===== src/rtl/mesh_flit_ejector.sv =====
// mesh_flit_ejector: tile endpoint for the 34-bit mesh flit stream.
// Flits addressed to TILE_ID are queued in a local FIFO and presented on a
// valid/ready interface; other valid flits pass through after one register.
// The mesh has no backpressure, so overflow is dropped per packet.
// Optional statistics counters are built when MESH_EJECTOR_STATS_EN is defined;
// otherwise pkt_count and drop_count read as zero.
module mesh_flit_ejector #(
  parameter logic [3:0]  TILE_ID = 4'h0,
  parameter int unsigned DEPTH   = 8
) (
  input  logic        clk,
  input  logic        rst,
  input  logic [33:0] flit_in,
  output logic [33:0] flit_out,
  output logic        rx_valid,
  input  logic        rx_ready,
  output logic        rx_last,
  output logic [3:0]  rx_src,
  output logic [7:0]  rx_addr,
  output logic [15:0] rx_data,
  input  logic        err_clr,
  output logic        err_ovf,
  output logic        err_proto,
  output logic [7:0]  pkt_count,
  output logic [7:0]  drop_count
);

  localparam int unsigned AW = (DEPTH > 2) ? $clog2(DEPTH) : 1;

  typedef enum logic [1:0] {
    IDLE   = 2'd0,
    IN_PKT = 2'd1,
    DROP   = 2'd2
  } state_t;

  state_t state, state_n;

  logic        f_valid, f_last;
  logic [3:0]  f_dest, f_src;
  logic        match;

  assign f_valid = flit_in[33];
  assign f_last  = flit_in[32];
  assign f_dest  = flit_in[31:28];
  assign f_src   = flit_in[27:24];
  assign match   = f_valid && (f_dest == TILE_ID);

  logic [28:0] mem [DEPTH];
  logic [AW:0] wr_ptr, rd_ptr;
  logic        full, empty;
  logic        push, pop;
  logic        drop, inc_pkt, set_ovf, set_proto, latch_src;
  logic [3:0]  cur_src;

  assign empty = (wr_ptr == rd_ptr);
  assign full  = (wr_ptr[AW] != rd_ptr[AW]) && (wr_ptr[AW-1:0] == rd_ptr[AW-1:0]);
  assign pop   = rx_valid && rx_ready;

  // Head outputs come straight from storage; masked to zero while empty.
  always_comb begin
    rx_valid = !empty;
    {rx_last, rx_src, rx_addr, rx_data} = empty ? 29'd0 : mem[rd_ptr[AW-1:0]];
  end

  // Packet-level accept/drop decisions, evaluated only on matching flits.
  always_comb begin
    state_n   = state;
    push      = 1'b0;
    drop      = 1'b0;
    inc_pkt   = 1'b0;
    set_ovf   = 1'b0;
    set_proto = 1'b0;
    latch_src = 1'b0;
    if (match) begin
      unique case (state)
        IDLE: begin
          latch_src = !f_last;
          if (!full) begin
            push = 1'b1;
            if (f_last) inc_pkt = 1'b1;
            else        state_n = IN_PKT;
          end else begin
            drop    = 1'b1;
            set_ovf = 1'b1;
            if (!f_last) state_n = DROP;
          end
        end
        IN_PKT: begin
          if (f_src == cur_src) begin
            if (!full) begin
              push = 1'b1;
              if (f_last) begin
                inc_pkt = 1'b1;
                state_n = IDLE;
              end
            end else begin
              drop    = 1'b1;
              set_ovf = 1'b1;
              state_n = f_last ? IDLE : DROP;
            end
          end else begin
            drop      = 1'b1;
            set_proto = 1'b1;
          end
        end
        DROP: begin
          drop = 1'b1;
          if (f_src != cur_src) set_proto = 1'b1;
          else if (f_last)      state_n   = IDLE;
        end
        default: state_n = IDLE;
      endcase
    end
  end

  // State, latched source and FIFO pointers.
  always_ff @(posedge clk or posedge rst) begin
    if (rst) begin
      state   <= IDLE;
      cur_src <= '0;
      wr_ptr  <= '0;
      rd_ptr  <= '0;
    end else begin
      state <= state_n;
      if (latch_src) cur_src <= f_src;
      if (push)      wr_ptr  <= wr_ptr + 1'b1;
      if (pop)       rd_ptr  <= rd_ptr + 1'b1;
    end
  end

  // FIFO storage; contents are don't-care until written.
  always_ff @(posedge clk) begin
    if (push) mem[wr_ptr[AW-1:0]] <= {f_last, f_src, flit_in[23:16], flit_in[15:0]};
  end

  // Pass-through register, cleared on any cycle without foreign traffic.
  always_ff @(posedge clk or posedge rst) begin
    if (rst) flit_out <= '0;
    else     flit_out <= (f_valid && !match) ? flit_in : '0;
  end

  // Sticky error flags; err_clr wins over same-cycle sets.
  always_ff @(posedge clk or posedge rst) begin
    if (rst) begin
      err_ovf   <= 1'b0;
      err_proto <= 1'b0;
    end else if (err_clr) begin
      err_ovf   <= 1'b0;
      err_proto <= 1'b0;
    end else begin
      if (set_ovf)   err_ovf   <= 1'b1;
      if (set_proto) err_proto <= 1'b1;
    end
  end

`ifdef MESH_EJECTOR_STATS_EN
  logic [7:0] pkt_q, drop_q;

  // Saturating packet and drop counters.
  always_ff @(posedge clk or posedge rst) begin
    if (rst) begin
      pkt_q  <= '0;
      drop_q <= '0;
    end else if (err_clr) begin
      pkt_q  <= '0;
      drop_q <= '0;
    end else begin
      if (inc_pkt && pkt_q != 8'hFF) pkt_q  <= pkt_q + 1'b1;
      if (drop && drop_q != 8'hFF)   drop_q <= drop_q + 1'b1;
    end
  end

  assign pkt_count  = pkt_q;
  assign drop_count = drop_q;
`else
  logic stats_unused;
  assign stats_unused = ^{inc_pkt, drop};
  assign pkt_count    = 8'h00;
  assign drop_count   = 8'h00;
`endif

endmodule

===== config.mk =====
export PLATFORM = sky130hd
export DESIGN_NAME = mesh_flit_ejector
export DESIGN_NICKNAME = d
export VERILOG_FILES = /design/src/rtl/mesh_flit_ejector.sv
export SDC_FILE = /design/constraint.sdc
export NUM_CORES = 1
export LEC_CHECK = 0
export ABC_AREA = 1
export CELL_PAD_IN_SITES_DETAIL_PLACEMENT = 1
export CELL_PAD_IN_SITES_GLOBAL_PLACEMENT = 2
export CORE_MARGIN = 4
export CORE_UTILIZATION = 30
export CTS_CLUSTER_SIZE = 8
export DETAILED_ROUTE_END_ITERATION = 12
export DONT_BUFFER_PORTS = 1
export MAX_ROUTING_LAYER = met4
export PLACE_DENSITY = 0.55
export RECOVER_POWER = 50
export SLEW_MARGIN = 0
export SYNTH_ARGS = -nofsm -noshare
export SYNTH_HDL_FRONTEND = slang
export SYNTH_SLANG_ARGS = --single-unit

===== constraint.sdc =====
create_clock -name clk -period 3.7 [get_ports clk]
set_input_delay 1.11 -clock clk [delete_from_list [all_inputs] [get_ports clk]]
set_output_delay 1.11 -clock clk [all_outputs]
set_load 0.02 [all_outputs]

Word level (Yosys, flattened, before mapping)
Memory sizes are Yosys's and may differ from the RTL's.
Cells that the tools add are included.

word-level totals
  flip-flop bits (word level) = 50
  RAM bits = 232
  logic and storage cells = 63
  memories = 1
  input bits = 38

cells by class
  multiplexer cells = 31
  add/sub/neg operators = 2
  reductions and logical operators = 12
  equal/unequal tests = 10

memory list
  name  depth  bits a word  rd ports  clocked after Yosys merged registers in  write ports  line  text
  mem   8      29           1         0                                        1            48    logic [28:0] mem [DEPTH];

operators with widths
  operator                                                          count
  34-bit 2-to-1 mux                                                 1
  29-bit 2-to-1 mux                                                 1
  1-bit 2-to-1 mux                                                  17
  2-bit 2-to-1 mux                                                  8
  4-bit by 1-bit adder with 4-bit output (second input constant)    2
  4-bit == test                                                     2
  2-bit inequality test (second input constant)                     3
  1-bit case mux with 2 select lines                                3
  2-bit case mux with 3 select lines                                1
  1-bit logical AND                                                 4
  4-bit logical NOT                                                 1
  4-bit inequality test                                             1
  4-bit AND reduction                                               1
  2-bit nonzero test                                                2
  3-bit == test                                                     1
  1-bit logical NOT                                                 3
  2-bit by 1-bit == test with 1-bit output (second input constant)  1
  2-bit == test (second input constant)                             1
  2-bit logical NOT                                                 1
  1-bit inequality test                                             1

Longest topological paths before layout
Gate-level depths: netlist of run 1.

  word-level depth = 8
  mapped depth = 10
  gate-level depth less buffers = 10

Worst setup path before layout of run 1
Ideal clock, no wire load.

  kind = input to register
  start point = input port flit_in[25]
  end point = memory mem[0][0] (enable)
  library setup time = 0.415 ns
  stages on the path = 8
  buffers on the path = 0
  data required time = 3.285 ns
  arrival time = 2.974 ns
  setup slack = 0.311 ns
  cell sequence = inv_1 > nand2_1 > nand2_1 > nor2_1 > nand3_1 > nand2_2 > nand3_4 > nor2_1

on the way
  longest elaborated chain between the ends = 6

RTL lines
  what                                    line  text
  start, declared                         13    input logic [33:0] flit_in,
  4-bit == test                           89    if (f_src == cur_src) begin
  1-bit 2-to-1 mux                        89
  1-bit case mux with 2 select lines      75    unique case (state)
  1-bit 2-to-1 mux                        74    if (match) begin
  1-bit 2-to-1 mux                        133   if (push) mem[wr_ptr[AW-1:0]] <= {f_last, f_src, flit_in[23:16], flit_in[15:0]};
  1-bit 2-to-1 mux (implied by the code)  133
  end, declared                           48

No other way between the ends.

Worst setup path after layout of run 1
  start point = register rd_ptr[0]
  end point = output port rx_data[4]

on the way
  longest elaborated chain between the ends = 2

RTL lines
  what                                                     line  text
  start, declared                                          49    logic [AW:0] wr_ptr, rd_ptr;
  start signal, assigned                                   127   if (pop) rd_ptr <= rd_ptr + 1'b1;
  memory read 8 x 29 bit or 4-bit == test (tied branches)  n/a
  29-bit 2-to-1 mux (*)                                    62    {rx_last, rx_src, rx_addr, rx_data} = empty ? 29'd0 : mem[rd_ptr[AW-1:0]];
  end, declared                                            20    output logic [15:0] rx_data,

Every way passes the cells marked *; elsewhere a longest branch is shown, timed or not.

==> metrics.csv, run 1 <==
metric;value;unit
setup_viol;0;
nets;1015;
cts_resized;0;
status;finished with violations;
powerDensity;805;nW/um^2
grt_pass1_vias;7552;
cts_hold_buf;0;
ys_types;32;
path_delay_family;buffers and inverters;
start_util;30.6;%
fmax;288;MHz
antenna_found_initial;0;
worstPathRequired;2.59;ns
grt-ovfl-total;0;
syn_area;11300;sq um
diodes;0;
path_cells;clkinv_2, buf_4, o21ai_0, o22ai_1, o21ai_0, nor2_1, buf_4;
syn_inst;921;
final_layout_size_suffix_gt1_share;12.5;%
gp_congestion;0.712;
cts_max_level;2;
rsz0062_at_grt;no;
fin_tns_setup;0;ns
cts_tree;done;
whs;0.502;ns
cts_made_buffers;41;
report.final.slew_viol_count;86;
irDropWorstVdd;0.000328;V
grt_pass1_wl;47.6;mm
grt_usage;15.6;%
cp-start-kind;flop;
ant_nets;0;
root_buffer;clkbuf_16;
wl_per_cell;20.8;um
max-cap-violations;2;
first_pass_iters;5;
std_cell_rows;70;
die_area;40800;sq um
post_cts_buffers;0;
skew;0.0295;ns
core_area;36900;sq um
slew-limit-headroom;-4.65;%
crit_path_top_delay_cell;dfrtp_4;
cts.clk_slew.worst_paths;0.05;ns
area_delta_synth_final;18.0;%
totalWireLength;31.4;mm
vias;7114;
place_hpwl;17.9;mm
crit_type;reg -> out;
fin_crit_sh;94.0;%
die_w;202;um
synth_seq_cells;282;
leakage;4.82;nW
hold_path.class;reg -> reg;
grt_max_degree;70;
cts.sinks;282;
cp.arrival;2.37;ns
clk_latency;0.52;ns
cts.path.max_buffers;3;
path_buf_inv;3;
worstMarginPinSlew;1.57;ns
viasPerCell;4.72;
hold_viol;0;
period_minus_slack;3.48;ns
max_stage_delay;0.52;ns
io_pins;120;
violations;capacitance limit, slew limit;
post-route-util;36.1;%
synth.yosys.seq_area_share;72.8;%
synth_area_per_cell;12.3;sq um
crit_fanout;48;
yosys_warnings;0;
drtIter0Drc;299;
drcViolationCount;0;
crit_path_end_kind;output port;
place.port_buffers;0;
die_y;202;um
==> where the power goes <==
group	total, mW	switching, mW	internal [mW]	leakage [nW]
Combinational	3.63	2.43	1.20	1.53
Sequential	3.66	0.113	3.54	2.73
Clock	3.43	1.32	2.12	0.561
==> layer usage <==
| metal | global-route usage, % | up-vias | wire (um) |
|---|---|---|---|
| li1 | - | 3310 | - |
| met1 | 20.9 | 3620 | 14400 |
| met2 | 25.0 | 145 | 15000 |
| met3 | 2.95 | 39 | 1460 |
| met4 | 3.71 | 0 | 475 |
| met5 | - | - | 0 |
==> through the flow <==
| stage | power (mW) | setup slack, ns | instance area (sq um) | instances |
|---|---|---|---|---|
| final | 10.7 | 0.223 | 13300 | 1507 |
| after global routing | 11.4 | 0.0506 | 13300 | 1507 |
| after CTS | 11.0 | 0.178 | 13400 | 1507 |
| after detailed placement | 7.46 | 0.712 | 12200 | 1432 |
| after global placement | 7.46 | 0.725 | 12200 | 1432 |
| after floorplan | 6.02 | 0.311 | 11300 | 936 |
==> cell families after synthesis <==
logic type                 Yosys count  synth area share [%]
and+or+nand+nor                    292                  10.6
buffers and inverters              118                  5.11
DFF                                282                  72.8
adders and majority gates            6                 0.665
xor gates and xnor gates             6                 0.532
other                                1                0.0332
AOI/OAI and AO/OA                  216                  10.3
==> state kept, by name, summed over array words and instances (netlist names) <==
name       cells
err_proto      1
rd_ptr         4
wr_ptr         4
mem          232
err_ovf        1
state          2
flit_out      34
cur_src        4
==> synth_stat cells (all sizes together) <==
| cell | count | area share, % |
|---|---|---|
| a21oi | 6 | 0.27 |
| buf | 38 | 2.3 |
| clkbuf | 28 | 1.1 |
| conb | 1 | 0.033 |
| dfrtp | 50 | 11 |
| edfxtp | 232 | 62 |
| ha | 6 | 0.67 |
| inv | 52 | 1.8 |
| nand2 | 51 | 2.0 |
| nand3 | 13 | 0.73 |
| nand4 | 3 | 0.22 |
| nor2 | 221 | 7.3 |
| nor3 | 3 | 0.27 |
| o21ai | 152 | 6.8 |
| o22ai | 58 | 3.2 |
| or2 | 1 | 0.055 |
| xnor2 | 2 | 0.22 |
| xor2 | 4 | 0.31 |
==> worst min-delay path, cell delays in order, from the launching register on <==
cell	delay, ns
dfrtp_1	0.35
nand2_1	0.06
o21ai_0	0.06
==> layout by cell type, fill, tap and decap left out <==
master	count
o21ai_0	138
o21ai_2	1
inv_1	47
nor2_1	216
xnor2_2	1
nand4_1	3
o22ai_1	58
clkinv_2	1
nand3_1	12
clkinvlp_2	1
nand3_2	1
buf_4	51
edfxtp_1	232
clkinvlp_4	1
xnor2_1	1
a21oi_1	6
nand2_2	4
clkinv_8	1
nor3_4	3
dfrtp_2	1
ha_1	6
clkbuf_1	31
dfrtp_4	1
clkbuf_2	1
dfrtp_1	48
nor2_4	5
o21ai_1	13
or2_2	1
clkbuf_16	42
inv_2	3
conb_1	16
buf_12	6
xor2_1	4
nand2_1	47
==> cell type report <==
cell class	instances	area [sq um]
fillers	3950	23600
clock buffers	73	1170
multi-input cells	536	2560
clock inverters	2	23.8
flip-flops and latches	282	8220
inverters	52	198
well taps	504	631
repair buffers	58	508
==> final timing paths <==
path / start / to / slack, ns / depth (start not counted)
setup / recovery: rd_ptr[0] / rx_data[4] / 0.22 / 7
min in group asynchronous: rst / flit_out[22] / 1.03 / 2
hold / removal: cur_src[3] / cur_src[3] / 0.50 / 2
hold reg to reg: cur_src[3] / cur_src[3] / 0.50 / 2
setup reg to reg: rd_ptr[1] / mem[5][3] / 0.87 / 9
max in group asynchronous: rst / rd_ptr[0] / 1.52 / 2
Note: power is estimated with default switching activity, not from simulation.
==> run 2, diff against run 1 <==
Settings changed: PLACE_DENSITY 0.55 to 0.58.
Clock period 3.7 ns to 3 ns, I/O delays scaled along.
==> run 2 against run 1 <==
Compared with the run above:
- the run ends with setup timing left
- global-route usage grew 1.5 points
- final cell count grew 1.5%
- worst setup slack worse by 0.29 ns
- via count rose by 2.4%
- hold slack worse by 0.096 ns
- total power is 39% higher
- utilization increased by 2.6 points
- combinational power up 64%
- register-to-register slack improved by 0.05 ns
- clock power increased by 27%
- count of clock-buffer cells in the layout unchanged
- critical endpoint is now rx_data[12]
- largest cell class unchanged
- largest power group is now combinational cells
==> metrics.csv, run 2 (same netlist as run 1, synthesis figures left out) <==
metric;value;unit
crit_fanout;8;
power;14.9;mW
p_clk_share;29.3;%
p_seq_share;30.6;%
cp.arrival;2.16;ns
viasPerCell;4.76;
cts_max_level;2;
die_w;202;um
area_delta_synth_final;26.5;%
nFillCells;3893;
max-cap-violations;0;
totalWireLength;34.7;mm
final_layout_size_suffix_gt1_share;19.2;%
grt_usage;17.1;%
combPwrFrac;40.1;%
fin_ws;-0.0643;ns
period_minus_slack;3.06;ns
worstPathRequired;2.10;ns
multiInputGateArea;2780;sq um
gp_congestion;0.703;
hold_path.class;in -> reg;
cts_hold_buf;0;
fin_tns_setup;-0.680;ns
fin_crit_sh;102;%
antenna_found_initial;0;
swShare;36.9;%
hold_viol;0;
powerDensity;1040;nW/um^2
setup_viol;23;
cts.clk_slew.worst_paths;0.05;ns
die_area;40800;sq um
grt-ovfl-total;0;
rsz0062_at_grt;yes;
first_pass_iters;4;
drcViolationCount;0;
place.port_buffers;0;
switching_power;5.48;mW
skew;0.0197;ns
start_util;30.6;%
grt_pass1_vias;7750;
std_cell_rows;70;
core_area;36900;sq um
cts_tree;done;
die_y;202;um
drtIter0Drc;291;
place_hpwl;17.8;mm
vias;7286;
grt_max_degree;51;
crit_type;reg -> out;
ant_nets;0;
cts.path.max_buffers;3;
slew-limit-headroom;2.69;%
fmax;326;MHz
cp-start-kind;flop;
status;finished with violations;
root_buffer;clkbuf_16;
grt_pass1_wl;51.0;mm
worstMarginPinSlew;1.46;ns
wl_per_cell;22.7;um
report.final.slew_viol_count;0;
clk_latency;0.56;ns
register_area;8220;sq um
final_cell_mix;232 x edfxtp_1, 195 x nor2_1, 89 x o21ai_0;
layout_commonest_cell;edfxtp_1;
cts_made_buffers;41;
violations;setup timing;
cts.sinks;282;
nets;1037;
irDropWorstVdd;0.000467;V
p_int;9.38;mW
crit_path_end_kind;output port;
leakage;5.21;nW
io_pins;120;
diodes;0;
largest_reg_flops;232;
==> run 2: cell count changes in the layout (fill, tap and decap cells not counted), sizes merged <==
cell,change
buf,+15
clkbuf,+7
clkinv,+1
clkinvlp,-2
inv,+2
==> run 2: path summary, 6_finish.rpt <==
check	from	endpoint	slack [ns]	cells after the start
max	rd_ptr[0]	rx_data[12]	-0.06	8
min	err_clr	err_proto	0.41	1
max reg2reg	rd_ptr[1]	mem[1][2]	0.92	9
min reg2reg	cur_src[3]	cur_src[3]	0.51	2
max in group asynchronous	rst	rd_ptr[0]	1.19	2
min in group asynchronous	rst	flit_out[21]	0.73	2
==> run 2: per-layer routing <==
layer	part of all wire, %	global-route usage, %	vias to the layer above
li1	-	-	3373
met5	0	-	-
met2	49	28.2	167
met3	5.3	3.69	58
met4	2.2	4.93	0
met1	43	21.4	3688
==> run 2: worst max-delay path, stage by stage (launching register included) <==
cell     delay [ns]
dfrtp_4        0.57
buf_12         0.18
buf_12         0.12
buf_16         0.14
nor2_2         0.10
o22ai_1        0.07
o21ai_1        0.17
nor2_1         0.09
buf_4          0.16
==> run 2: per-stage QoR <==
stage	std cells	setup slack (ns)	util, %	area (sq um)	hold WS (ns)
floorplan	936	-0.179	-	11400	0.464
global placement	1428	0.329	33.2	12200	0.488
detailed placement	1428	0.283	33.2	12200	0.499
CTS	1522	-0.0920	38.0	14000	0.273
global route	1530	-0.166	38.7	14300	0.396
finish	1530	-0.0643	38.7	14300	0.406
==> run 2: repair_timing <==
action                     4_1_cts  5_1_grt
gates cloned                     9        7
setup buffers                    9        1
setup endpoints to repair       29       29
pin swaps                       28       37
gates resized for setup         93       34
==> run 2: layout make-up <==
type / instances / area share (%)
Clock inverter: 3 / 0.289
Multi-Input combinational cell: 536 / 19.5
Tap cell: 504 / 4.42
Clock buffer: 73 / 8.17
Sequential cell: 282 / 57.6
Timing Repair Buffer: 80 / 8.58
Inverter: 52 / 1.51
==> run 2: power by group through the flow <==
stage | clock network, mW | registers (mW) | logic [mW]
final | 4.35 | 4.55 | 5.96
after CTS | 4.48 | 4.54 | 5.64
after floorplan | 0 | 4.54 | 2.89
after global routing | 4.64 | 4.56 | 6.48
after global placement | 0 | 4.62 | 4.43
after detailed placement | 0 | 4.62 | 4.45
==> run 3, diff against run 2 <==
Settings changed: CAP_MARGIN from default to 20.
==> results of run 3 <==
Final layout, timing and power as in run 2 (identical DEF).
